<file path="config.mk">
export PLATFORM = sky130hd
export DESIGN_NAME = result_display_driver
export DESIGN_NICKNAME = d
export VERILOG_FILES = /design/src/rtl/result_display_driver_pkg.sv /design/src/rtl/result_display_driver_seg7_encoder.sv /design/src/rtl/result_display_driver.sv
export SDC_FILE = /design/constraint.sdc
export NUM_CORES = 1
export LEC_CHECK = 0
export CAP_MARGIN = 10
export CORE_MARGIN = 10
export CORE_UTILIZATION = 59
export DETAILED_ROUTE_END_ITERATION = 12
export PLACE_DENSITY = 0.85
export SETUP_SLACK_MARGIN = 0.5
export SYNTH_ARGS = -nofsm -noshare
export SYNTH_HDL_FRONTEND = slang
export SYNTH_SLANG_ARGS = --single-unit
</file>
<file path="constraint.sdc">
create_clock -name clk -period 5.65 [get_ports clk]
set_input_delay 1.13 -clock clk [delete_from_list [all_inputs] [get_ports clk]]
set_output_delay 1.13 -clock clk [all_outputs]
set_load 0.005 [all_outputs]
</file>
<file path="src/rtl/result_display_driver_pkg.sv">
// Shared types and constants for the result display driver.
//   disp_state_t : conversion FSM states
//   SEG_BLANK / SEG_MINUS : active-high glyphs for an empty position and '-'
//   bcd_adjust() : one double-dabble correction step over all BCD nibbles
package result_display_driver_pkg;

    typedef enum logic [1:0] {
        IDLE  = 2'd0,
        SHIFT = 2'd1,
        DONE  = 2'd2
    } disp_state_t;

    localparam int BCD_DIGITS = 5;
    localparam int DISP_POS   = 6;

    // Segment order is {g,f,e,d,c,b,a}
    localparam logic [6:0] SEG_BLANK = 7'h00;
    localparam logic [6:0] SEG_MINUS = 7'h40;

    // Add 3 to every nibble >= 5 so that the following left shift carries
    // correctly into the next decimal digit.
    function automatic logic [19:0] bcd_adjust(input logic [19:0] b);
        logic [19:0] r;
        r = b;
        for (int i = 0; i < BCD_DIGITS; i++) begin
            if (b[i*4 +: 4] >= 4'd5) begin
                r[i*4 +: 4] = b[i*4 +: 4] + 4'd3;
            end
        end
        return r;
    endfunction

endpackage

</file>
<file path="src/rtl/result_display_driver_seg7_encoder.sv">
// Combinational BCD digit to 7-segment glyph, active-high.
//   digit_i : 4-bit decimal digit (10..15 give a blank glyph)
//   glyph_o : segments {g,f,e,d,c,b,a}
module seg7_encoder
    import result_display_driver_pkg::*;
(
    input  logic [3:0] digit_i,
    output logic [6:0] glyph_o
);

    always_comb begin
        glyph_o = SEG_BLANK;
        case (digit_i)
            4'd0: glyph_o = 7'h3F;
            4'd1: glyph_o = 7'h06;
            4'd2: glyph_o = 7'h5B;
            4'd3: glyph_o = 7'h4F;
            4'd4: glyph_o = 7'h66;
            4'd5: glyph_o = 7'h6D;
            4'd6: glyph_o = 7'h7D;
            4'd7: glyph_o = 7'h07;
            4'd8: glyph_o = 7'h7F;
            4'd9: glyph_o = 7'h6F;
            default: glyph_o = SEG_BLANK;
        endcase
    end

endmodule

</file>
<file path="src/rtl/result_display_driver.sv">
// Result display driver: captures a signed 16-bit result on the rising edge of
// complete, converts its magnitude to 5 BCD digits by iterative double-dabble
// and scans a 6-position multiplexed 7-segment display (sign + 5 digits).
//   clk, nRST     : clock, asynchronous active-low reset
//   result_in     : two's-complement result
//   complete      : level flag, rising edge means result_in is valid
//   busy          : conversion in progress
//   digits_valid  : one-cycle pulse when bcd_out/negative update
//   negative      : captured result was negative
//   bcd_out       : 5 BCD digits, [3:0] = ones
//   seg           : segments {g,f,e,d,c,b,a}
//   an            : one-hot position enable, [5] = sign, [0] = ones
module result_display_driver
    import result_display_driver_pkg::*;
#(
    parameter int REFRESH_DIV    = 50000,
    parameter int SEG_ACTIVE_LOW = 1,
    parameter int BLANK_LEADING  = 1
) (
    input  logic        clk,
    input  logic        nRST,
    input  logic [15:0] result_in,
    input  logic        complete,
    output logic        busy,
    output logic        digits_valid,
    output logic        negative,
    output logic [19:0] bcd_out,
    output logic [6:0]  seg,
    output logic [5:0]  an
);

    localparam int            RW           = (REFRESH_DIV > 2) ? $clog2(REFRESH_DIV) : 1;
    localparam logic [RW-1:0] REFRESH_LAST = RW'(REFRESH_DIV - 1);
    localparam logic [6:0]    SEG_OFF      = (SEG_ACTIVE_LOW != 0) ? 7'h7F : 7'h00;
    localparam logic [5:0]    AN_OFF       = (SEG_ACTIVE_LOW != 0) ? 6'h3F : 6'h00;

    disp_state_t   state_q;
    logic          complete_q;
    logic          sign_q;
    logic [15:0]   mag_q;
    logic [3:0]    cnt_q;
    logic [19:0]   scratch_q;
    logic          busy_q;
    logic          dv_q;
    logic          neg_q;
    logic [19:0]   bcd_q;
    logic [RW-1:0] refresh_q;
    logic [2:0]    scan_q;
    logic [6:0]    seg_q;
    logic [5:0]    an_q;

    logic          capture;
    logic [15:0]   mag_d;
    logic [19:0]   scratch_adj;
    logic [3:0]    digit_sel;
    logic [6:0]    enc_glyph;
    logic [7:0]    lz;
    logic [6:0]    glyph_raw;
    logic [6:0]    seg_d;
    logic [5:0]    an_d;

    assign capture     = complete & ~complete_q;
    // Two's-complement negate as unsigned: 0x8000 maps to 32768.
    assign mag_d       = result_in[15] ? (~result_in + 16'd1) : result_in;
    assign scratch_adj = bcd_adjust(scratch_q);

    always_ff @(posedge clk or negedge nRST) begin
        if (!nRST) begin
            state_q    <= IDLE;
            complete_q <= 1'b0;
            sign_q     <= 1'b0;
            mag_q      <= '0;
            cnt_q      <= '0;
            scratch_q  <= '0;
            busy_q     <= 1'b0;
            dv_q       <= 1'b0;
            neg_q      <= 1'b0;
            bcd_q      <= '0;
        end else begin
            complete_q <= complete;
            if (capture) begin
                // A new edge always restarts; an in-flight value is dropped.
                sign_q    <= result_in[15];
                mag_q     <= mag_d;
                cnt_q     <= '0;
                scratch_q <= '0;
                busy_q    <= 1'b1;
                dv_q      <= 1'b0;
                state_q   <= SHIFT;
            end else begin
                case (state_q)
                    IDLE: begin
                        busy_q <= 1'b0;
                        dv_q   <= 1'b0;
                    end
                    SHIFT: begin
                        scratch_q <= {scratch_adj[18:0], mag_q[15]};
                        mag_q     <= {mag_q[14:0], 1'b0};
                        cnt_q     <= cnt_q + 4'd1;
                        if (cnt_q == 4'd15) begin
                            state_q <= DONE;
                        end
                    end
                    DONE: begin
                        bcd_q   <= scratch_q;
                        neg_q   <= sign_q;
                        dv_q    <= 1'b1;
                        busy_q  <= 1'b0;
                        state_q <= IDLE;
                    end
                    default: begin
                        busy_q  <= 1'b0;
                        dv_q    <= 1'b0;
                        state_q <= IDLE;
                    end
                endcase
            end
        end
    end

    always_comb begin
        digit_sel = 4'd0;
        case (scan_q)
            3'd0: digit_sel = bcd_q[3:0];
            3'd1: digit_sel = bcd_q[7:4];
            3'd2: digit_sel = bcd_q[11:8];
            3'd3: digit_sel = bcd_q[15:12];
            3'd4: digit_sel = bcd_q[19:16];
            default: digit_sel = 4'd0;
        endcase
    end

    seg7_encoder u_seg7_encoder (
        .digit_i (digit_sel),
        .glyph_o (enc_glyph)
    );

    // lz[i] is set when digit i and every digit above it are zero.
    // Position 0 is left clear so a zero value still shows "0".
    always_comb begin
        lz     = '0;
        lz[4]  = (bcd_q[19:16] == 4'd0);
        for (int i = 3; i >= 1; i--) begin
            lz[i] = lz[i+1] & (bcd_q[i*4 +: 4] == 4'd0);
        end
    end

    always_comb begin
        glyph_raw = enc_glyph;
        if (scan_q == 3'd5) begin
            glyph_raw = neg_q ? SEG_MINUS : SEG_BLANK;
        end else if ((BLANK_LEADING != 0) && lz[scan_q]) begin
            glyph_raw = SEG_BLANK;
        end
        seg_d = (SEG_ACTIVE_LOW != 0) ? ~glyph_raw : glyph_raw;
        an_d  = (SEG_ACTIVE_LOW != 0) ? ~(6'd1 << scan_q) : (6'd1 << scan_q);
    end

    // seg and an are both registered from the same scan index, so they
    // always switch together.
    always_ff @(posedge clk or negedge nRST) begin
        if (!nRST) begin
            refresh_q <= '0;
            scan_q    <= '0;
            seg_q     <= SEG_OFF;
            an_q      <= AN_OFF;
        end else begin
            if (refresh_q == REFRESH_LAST) begin
                refresh_q <= '0;
                scan_q    <= (scan_q == 3'(DISP_POS - 1)) ? 3'd0 : scan_q + 3'd1;
            end else begin
                refresh_q <= refresh_q + RW'(1);
            end
            seg_q <= seg_d;
            an_q  <= an_d;
        end
    end

    assign busy         = busy_q;
    assign digits_valid = dv_q;
    assign negative     = neg_q;
    assign bcd_out      = bcd_q;
    assign seg          = seg_q;
    assign an           = an_q;

endmodule

</file>
==> results.toml, run 1 <==
[worst_setup_path]
crit_required_ns = 5.90
worst-path-stages = 5
cp_slowest_cell = "nand2b_1"
worstPathCellList = "clkdlybuf4s50_1 > nor2b_4 > buf_4 > nand2b_1 > mux2_2"
worstPathBufferInverterCount = 2
crit_fanout = 62
end_kind = "flop"
cp_slowest_stage_delay_ns = 0.87
rr_startpoint = "scan_q[0]"
cp_top_family = "simple AND/OR/NAND/NOR gates"
r2r_slack_ns = 2.82
critPathKind = "primary input to flop"
start_kind = "primary input"
worstReg2RegEnd = "seg[3]"
arrival_ns = 3.55
r2r.worst_path.cells = 8

[detailed_routing]
routed-wl-met2_um = 4899
drc = 0
drt_first_iter_violations = 295
drtPass1Iterations = 5
wl_per_cell_um = 15.58
dr_wl_met3_um = 652
wl_met1_um = 4738
num_vias = 3887
routed.top_layer = "met4"
antenna_left = 0
wl_um = 10500
detail_route.vias_per_cell = 5.767

[die]
die_w_um = 112.8
die_y_um = 112.8
ioPinCount = 55
die-area_um2 = 12710
floorplan.initialDensity_pct = 61.16
row_count = 33
coreArea_um2 = 8299

[synth]
synth_top_cell_area_share_pct = 42.40
syn_inst = 517
ys_types = 52
netlist_top_cells_area = "dfrtp_1 (42%), dfstp_2 (6.7%), ha_1 (4.7%), nand2_1 (4.6%), o21ai_0 (4.0%)"
synth_top_family_by_area = "simple AND/OR/NAND/NOR gates"
synth_compound_area_share_pct = 12.52
seq_area_frac_synth_pct = 49.12
synth_xor_area_share_pct = 6.729
synth_area_per_cell_um2 = 9.818
synth_area_um2 = 5076
synthFlopType = "dfrtp_1"
synth_nets = 555
synth_mux_area_share_pct = 6.729
synth-simple-area-share_pct = 16.66
synthAdderAreaFrac_pct = 4.683
ys_ff_latch = 99
yosys.area.top_type = "dfrtp_1"
ys_warn_count = 0
synth_edf_count = 0
postSynth.asyncResetShare_pct = 100.0

[timing]
grt_setup_unrepaired = "false"
min_period_ns = 3.300
relSlewSlack_pct = 31.22
hold_violations = 0
tightest_slew_ns = 1.032
finClkSkew_ns = 0.01465
period_share_pct = 58.40
slew_viol_final = 0
setup_viol = 0
fmax_ghz = 0.3031
tns_ns = 0

[hold_path]
min_from = "busy"
holdCritPathClass = "flop to flop"
holdPathEnd = "busy"
hold_path_depth = 1

[global_route]
grt.total_usage_pct = 16.61
grt_pass1_wl_um = 18010
grt_antenna_before_repair = 0
gr-total-overflow = 0
grt_pass1_vias = 3887
grt_max_degree = 71

[finish]
fill_cells = 648
layout.cells.most_common_list = "dfrtp_1 (86), nand2_1 (62), clkdlybuf4s50_1 (53)"
finish.utilization_pct = 71.11
final_cells = 674
drive_gt1_share_pct = 10.72
syn2layout_area_growth_pct = 16.27
seq_area_um2 = 2494
num_antenna_cells = 0
nNetsFinal = 602
final_common_cell = "dfrtp_1"
multi_input_comb_area_um2 = 2412

[clock_network]
clockRootBuffer = "clkbuf_8"
htreeDepth = 3
clk_pin_slew_worst_paths_ns = 0.09
holdBufCountCts = 0
clock_latency_ns = 0.37
cts_tree = "built"
numCtsBuffers = 9
ctsLongestPathBuffers = 2
cts_resized = 0
cts_setup_buffers = 0
cts_sinks = 99

[pwr]
powerDensity_nw_per_um2 = 301.6
max-vdd-ir-drop_v = 0.0001439
power.total_w = 0.001780
p_leak_nw = 2.593

[placement]
port_buffers = 54
dp_hpwl_um = 7545
gp_congestion = 0.8373
dpl.cell_count = 658

[flow_run]
maxCapViolations = 0

[status]
status = "finished, final reports clean"
[state kept, by name, indices dropped and copies added (netlist names)]
signal / cells
state_q: 2
refresh_q: 16
scan_q: 3
complete_q: 1
negative: 1
mag_q: 16
cnt_q: 4
sign_q: 1
bcd_out: 20
seg: 7
scratch_q: 20
an: 6
busy: 1
digits_valid: 1
[layout make-up]
type,instances,area share (%)
Timing Repair Buffer,59,9.752
Sequential cell,99,42.25
Tap cell,105,2.226
Clock inverter,6,1.230
Inverter,21,1.336
Multi-Input combinational cell,374,40.87
Clock buffer,10,2.332
[worst max path at each step]
stage / end / slack [ns] / startpoint
finish: bcd_out[11] / 2.35 / complete
global placement: bcd_out[11] / 2.06 / complete
global route: bcd_out[11] / 2.19 / complete
floorplan: mag_q[12] / 3.21 / result_in[9]
CTS: bcd_out[6] / 2.35 / complete
detailed placement: bcd_out[11] / 1.97 / complete
[metrics by stage]
step           setup slack, ns  hold slack (ns)  cell area (µm²)
5_1_grt                  2.189           0.5104             5902
2_1_floorplan            3.212           0.4508             5076
3_5_place_dp             1.968           0.4732             5692
4_1_cts                  2.352           0.4951             5902
6_report                 2.350           0.4862             5902
3_3_place_gp             2.062           0.4727             5692
[worst register-to-register path: stages (launching register included)]
cell,delay (ns)
dfrtp_1,0.64
and2_1,0.31
ha_1,0.24
a222oi_1,0.68
inv_1,0.15
ha_1,0.25
or2_0,0.22
a21oi_1,0.15
o21ai_0,0.10
[cell families after synthesis]
logic type | Yosys count
and+or+nand+nor | 174
AOI/OAI and AO/OA | 110
DFF | 99
buffers and inverters | 44
xor gates and xnor gates | 39
muxes | 32
adders and majority gates | 19
[power by group]
part	switching, W	internal (W)
clock	0.000249	0.000221
sequential	0.0000883	0.000810
combinational	0.000220	0.000191
[cells in the mapped netlist (4+ instances only)]
master and n:
dfrtp_1 86, nand2_1 62, o21ai_0 41, a21oi_1 38
nor2_1 38, xor2_1 23, inv_1 20, ha_1 19
mux2_2 17, xnor2_1 16, clkbuf_1 15, mux2i_1 15
dfstp_2 13, nor3_1 12, nand3_1 11, nand2b_1 8
a211oi_1 6, and2_1 6, buf_2 6, nand4_1 6
nor2b_1 5, nor4_1 5, and3_1 4
[routing by layer]
| metal | global-route usage, % | vias up |
|---|---|---|
| li1 | - | 1873 |
| met1 | 21.46 | 1871 |
| met2 | 26.11 | 129 |
| met3 | 3.645 | 14 |
| met4 | 7.614 | 0 |
| met5 | 0 | - |
Power figures use the tool's default switching activity.
==> inputs of run 2 (changes only) <==
- CORE_UTILIZATION: 59 -> 51
- PLACE_DENSITY: 0.85 -> 0.78
- clock period: 5.65 -> 3 ns (I/O delays scaled with it)
==> results.toml, run 2 (synthesis gave the netlist of run 1 again) <==
[status]
status = "finished, final reports clean"

[worst_setup_path]
crit_start = "scan_q[2]"
cp_top_family = "compound AO/OA/AOI/OAI gates"
cp_slowest_cell = "dfrtp_2"
worstReg2RegEnd = "seg[3]"
arrival_ns = 2.63
endpoint = "seg[3]"
start_kind = "flop"
r2r.worst_path.cells = 9
rr_startpoint = "scan_q[2]"
cp_slowest_stage_delay_ns = 0.48
r2r_slack_ns = 0.64
crit_required_ns = 3.27
worstPathBufferInverterCount = 3
worstPathCellList = "clkinvlp_4 > ha_1 > a222oi_1 > buf_4 > inv_1 > ha_1 > or2_0 > a21oi_1 > o21ai_0"
critPathKind = "flop to flop"
worst-path-stages = 9
end_kind = "flop"
crit_fanout = 8
path_common_cell = "ha_1"

[pwr]
p_leak_nw = 2.612
power.total_w = 0.003304
powerDensity_nw_per_um2 = 553.1
max-vdd-ir-drop_v = 0.0002207

[timing]
grt_setup_unrepaired = "false"
fin_ws_ns = 0.6399
relSlewSlack_pct = 62.05
fmax_ghz = 0.4237
setup_viol = 0
period_share_pct = 78.67
finClkSkew_ns = 0.01064
min_period_ns = 2.360
hold_violations = 0
tns_ns = 0
slew_viol_final = 0
tightest_slew_ns = 0.5692

[die]
coreArea_um2 = 9729
ioPinCount = 55
die-area_um2 = 14340
floorplan.initialDensity_pct = 52.17
die_y_um = 119.8
row_count = 36
die_w_um = 119.8

[finish]
nNetsFinal = 606
final_common_cell = "dfrtp_1"
drive_gt1_share_pct = 11.87
syn2layout_area_growth_pct = 17.67
num_antenna_cells = 0
layout.cells.most_common_list = "dfrtp_1 (84), nand2_1 (62), clkdlybuf4s50_1 (53)"

[detailed_routing]
detail_route.vias_per_cell = 5.508
drc = 0
wl_per_cell_um = 14.94
antenna_left = 0
num_vias = 3889
wl_met1_um = 4944
routed-wl-met2_um = 4761
drtPass1Iterations = 4
wl_um = 10550
drt_first_iter_violations = 204
dr_wl_met3_um = 650
routed.top_layer = "met4"

[flow_run]
maxCapViolations = 0

[clock_network]
clk_pin_slew_worst_paths_ns = 0.10
clockRootBuffer = "clkbuf_8"
numCtsBuffers = 9
clock_latency_ns = 0.36
cts_sinks = 99
ctsLongestPathBuffers = 2
cts_tree = "built"
htreeDepth = 3
cts_setup_buffers = 0

[global_route]
grt_pass1_vias = 3935
grt_max_degree = 62
grt_antenna_before_repair = 0
grt_pass1_wl_um = 18290
grt.total_usage_pct = 15.07
gr-total-overflow = 0

[placement]
gp_congestion = 0.8789
dp_hpwl_um = 7625
pre_cts_ws_ns = 0.4933
port_buffers = 54

[hold_path]
holdCritPathClass = "primary input to async pin"
[run 2: changes by cell type in the layout (fill, tap and decap cells not counted), moves of 2 or more]
cell and delta:
clkinv_2 +2, buf_4 +3, dfrtp_1 -2, dfrtp_2 +2
[run 2: stage by stage]
step                hold slack (ns)  std cells  util (%)  area (µm²)
CTS                          0.1972        706     61.29        5963
detailed placement           0.4725        690     59.30        5769
global route                 0.2158        706     61.39        5973
global placement             0.4683        690     59.30        5769
finish                       0.1907        706     61.39        5973
floorplan                    0.3044        517         -        5076
[run 2: worst min-delay path by stage]
| stage | to | cells past startpoint | slack, ns |
|---|---|---|---|
| floorplan | bcd_out[0] | 0 | 0.30 |
| global placement | busy | 1 | 0.47 |
| detailed placement | busy | 1 | 0.47 |
| CTS | refresh_q[5] | 1 | 0.20 |
| global route | refresh_q[5] | 1 | 0.22 |
| finish | refresh_q[5] | 1 | 0.19 |
[run 2: what timing repair did]
action                                  in CTS  in global routing
hold buffers                                 0                  0
endpoints found under the setup margin       0                  3
resized for setup                            0                  4
[run 2: area by class of cell]
| cell class | count | area (µm²) |
|---|---|---|
| clock buffers | 10 | 127.6 |
| clock inverters | 6 | 66.31 |
| fillers | 810 | 3756 |
| inverters | 21 | 82.58 |
| multi-input cells | 374 | 2416 |
| flip-flops and latches | 99 | 2496 |
| well taps | 133 | 166.4 |
| repair buffers | 63 | 618.1 |
[run 2: power by group]
group / internal, W / switching [W]
clock: 0.000389 / 0.000456
combinational: 0.000361 / 0.000412
sequential: 0.00153 / 0.000161
total: 0.00228 / 0.00103
[run 2: per-layer routing]
layer  vias up  GRT usage (%)
li1       1884              -
met1      1853          18.99
met2       135          24.24
met3        17          3.516
met4         0          6.637
met5         -              0
==> inputs of run 3 (changes only) <==
- CORE_UTILIZATION: 51 -> 57
- PLACE_DENSITY: 0.78 -> 0.82
- clock period: 3 -> 2.3 ns (I/O delays scaled with it)
==> results.toml, run 3 (synthesis gave the netlist of run 1 again) <==
[status]
status = "finished, final reports clean"

[timing]
hold_violations = 0
finClkSkew_ns = 0.01041
setup_viol = 0
min_period_ns = 2.031
fmax_ghz = 0.4925
relSlewSlack_pct = 65.91
period_share_pct = 88.29
tightest_slew_ns = 0.5114
tns_ns = 0
slew_viol_final = 0
grt_setup_unrepaired = "true"

[global_route]
grt_pass1_wl_um = 18420
grt_max_degree = 62
gr-total-overflow = 0
grt_pass1_vias = 4069
grt_antenna_before_repair = 0
grt.total_usage_pct = 16.65

[placement]
port_buffers = 54
dp_hpwl_um = 7627
gp_congestion = 0.8791
dpl.cell_count = 679
placed_area_um2 = 5899

[finish]
drive_gt1_share_pct = 19.67
stdcell_area_um2 = 6360
layout.cells.most_common_list = "dfrtp_1 (84), nand2_1 (62), buf_4 (42)"
nNetsFinal = 643
final_cells = 718
syn2layout_area_growth_pct = 25.29
final_common_cell = "dfrtp_1"
num_antenna_cells = 0

[die]
row_count = 34
coreArea_um2 = 8678
die_y_um = 114.4
ioPinCount = 55
die_w_um = 114.4
floorplan.initialDensity_pct = 58.49
die-area_um2 = 13080

[worst_setup_path]
cp_slowest_stage_delay_ns = 0.46
worstPathCellList = "and2_4 > ha_4 > a222oi_1 > buf_4 > inv_4 > ha_4 > mux2_2 > nor2_2 > o21ai_1"
critPathKind = "flop to flop"
start_kind = "flop"
end_kind = "flop"
arrival_ns = 2.29
crit_fanout = 5
cp_top_family = "flip-flops"
crit_required_ns = 2.56
cp_slowest_cell = "dfrtp_2"
path_common_cell = "ha_4"
worstPathBufferInverterCount = 2

[detailed_routing]
drtPass1Iterations = 5
num_vias = 4060
antenna_left = 0
drc = 0
drt_first_iter_violations = 248
detail_route.vias_per_cell = 5.655
wl_um = 10910
wl_per_cell_um = 15.19

[clock_network]
holdBufCountCts = 0
numCtsBuffers = 9
clockRootBuffer = "clkbuf_8"
clock_latency_ns = 0.35
clk_pin_slew_worst_paths_ns = 0.10
htreeDepth = 3
ctsLongestPathBuffers = 2
cts_tree = "built"
cts_sinks = 99

[flow_run]
maxCapViolations = 0

[pwr]
max-vdd-ir-drop_v = 0.0003089
p_leak_nw = 3.009
powerDensity_nw_per_um2 = 665.0

[hold_path]
holdCritPathClass = "primary input to async pin"
-- run 3: cell count changes in the layout (fill, tap and decap cells not counted), sizes merged --
cell	change
clkbuf	+1
dlygate4sd2	+17
inv	-1
clkinv	-1
clkdlybuf4s15	+1
bufinv	-1
clkinvlp	+2
clkdlybuf4s50	-31
dlymetal6s2s	+13
buf	+37
-- run 3: metal layers --
metal  GRT usage, %  wire length (µm)
met4          7.185               171
met5              0                 0
met3          3.407               544
met2          27.64              5336
met1          20.55              4855
-- run 3: what timing repair did --
| action | CTS | global route |
|---|---|---|
| gates resized for setup | 29 | 26 |
| buffers inserted | 15 | 8 |
| pin swaps | 18 | 15 |
| setup endpoints to repair | 31 | 28 |
-- run 3: cell type report --
type | instances | area [µm²]
well taps | 108 | 135.1
inverters | 21 | 82.58
flip-flops and latches | 99 | 2496
clock inverters | 5 | 40.04
repair buffers | 100 | 948.4
multi-input cells | 374 | 2526
fillers | 604 | 2318
clock buffers | 11 | 131.4
-- run 3: final timing paths --
kind,startpoint,to,slack (ns),cells past startpoint
worst max-delay path,scan_q[0],seg[0],0.27,9
worst min-delay path,nRST,refresh_q[11],0.01,1
worst max register to register,scan_q[0],seg[0],0.27,9
worst min register to register,busy,busy,0.50,1
max in group asynchronous,nRST,mag_q[11],1.63,2
min in group clk,result_in[0],mag_q[0],0.46,3
-- run 3: through the flow --
stage	worst slack (ns)	total power [W]	utilization [%]	hold slack, ns
finish	0.2694	0.004229	73.28	0.01314
global route	0.1793	0.004512	73.28	0.02489
CTS	0.3610	0.004254	71.63	0.01118
detailed placement	-0.001115	0.003270	67.98	0.4040
global placement	0.05118	0.003199	67.98	0.4004
floorplan	0.1014	0.002898	-	0.1644
-- run 3: where the power goes --
part	switching (W)	total [W]	internal, W
registers	0.000211	0.00220	0.00199
logic	0.000555	0.00105	0.000499
clock network	0.000578	0.000976	0.000398
total	0.00134	0.00423	0.00289
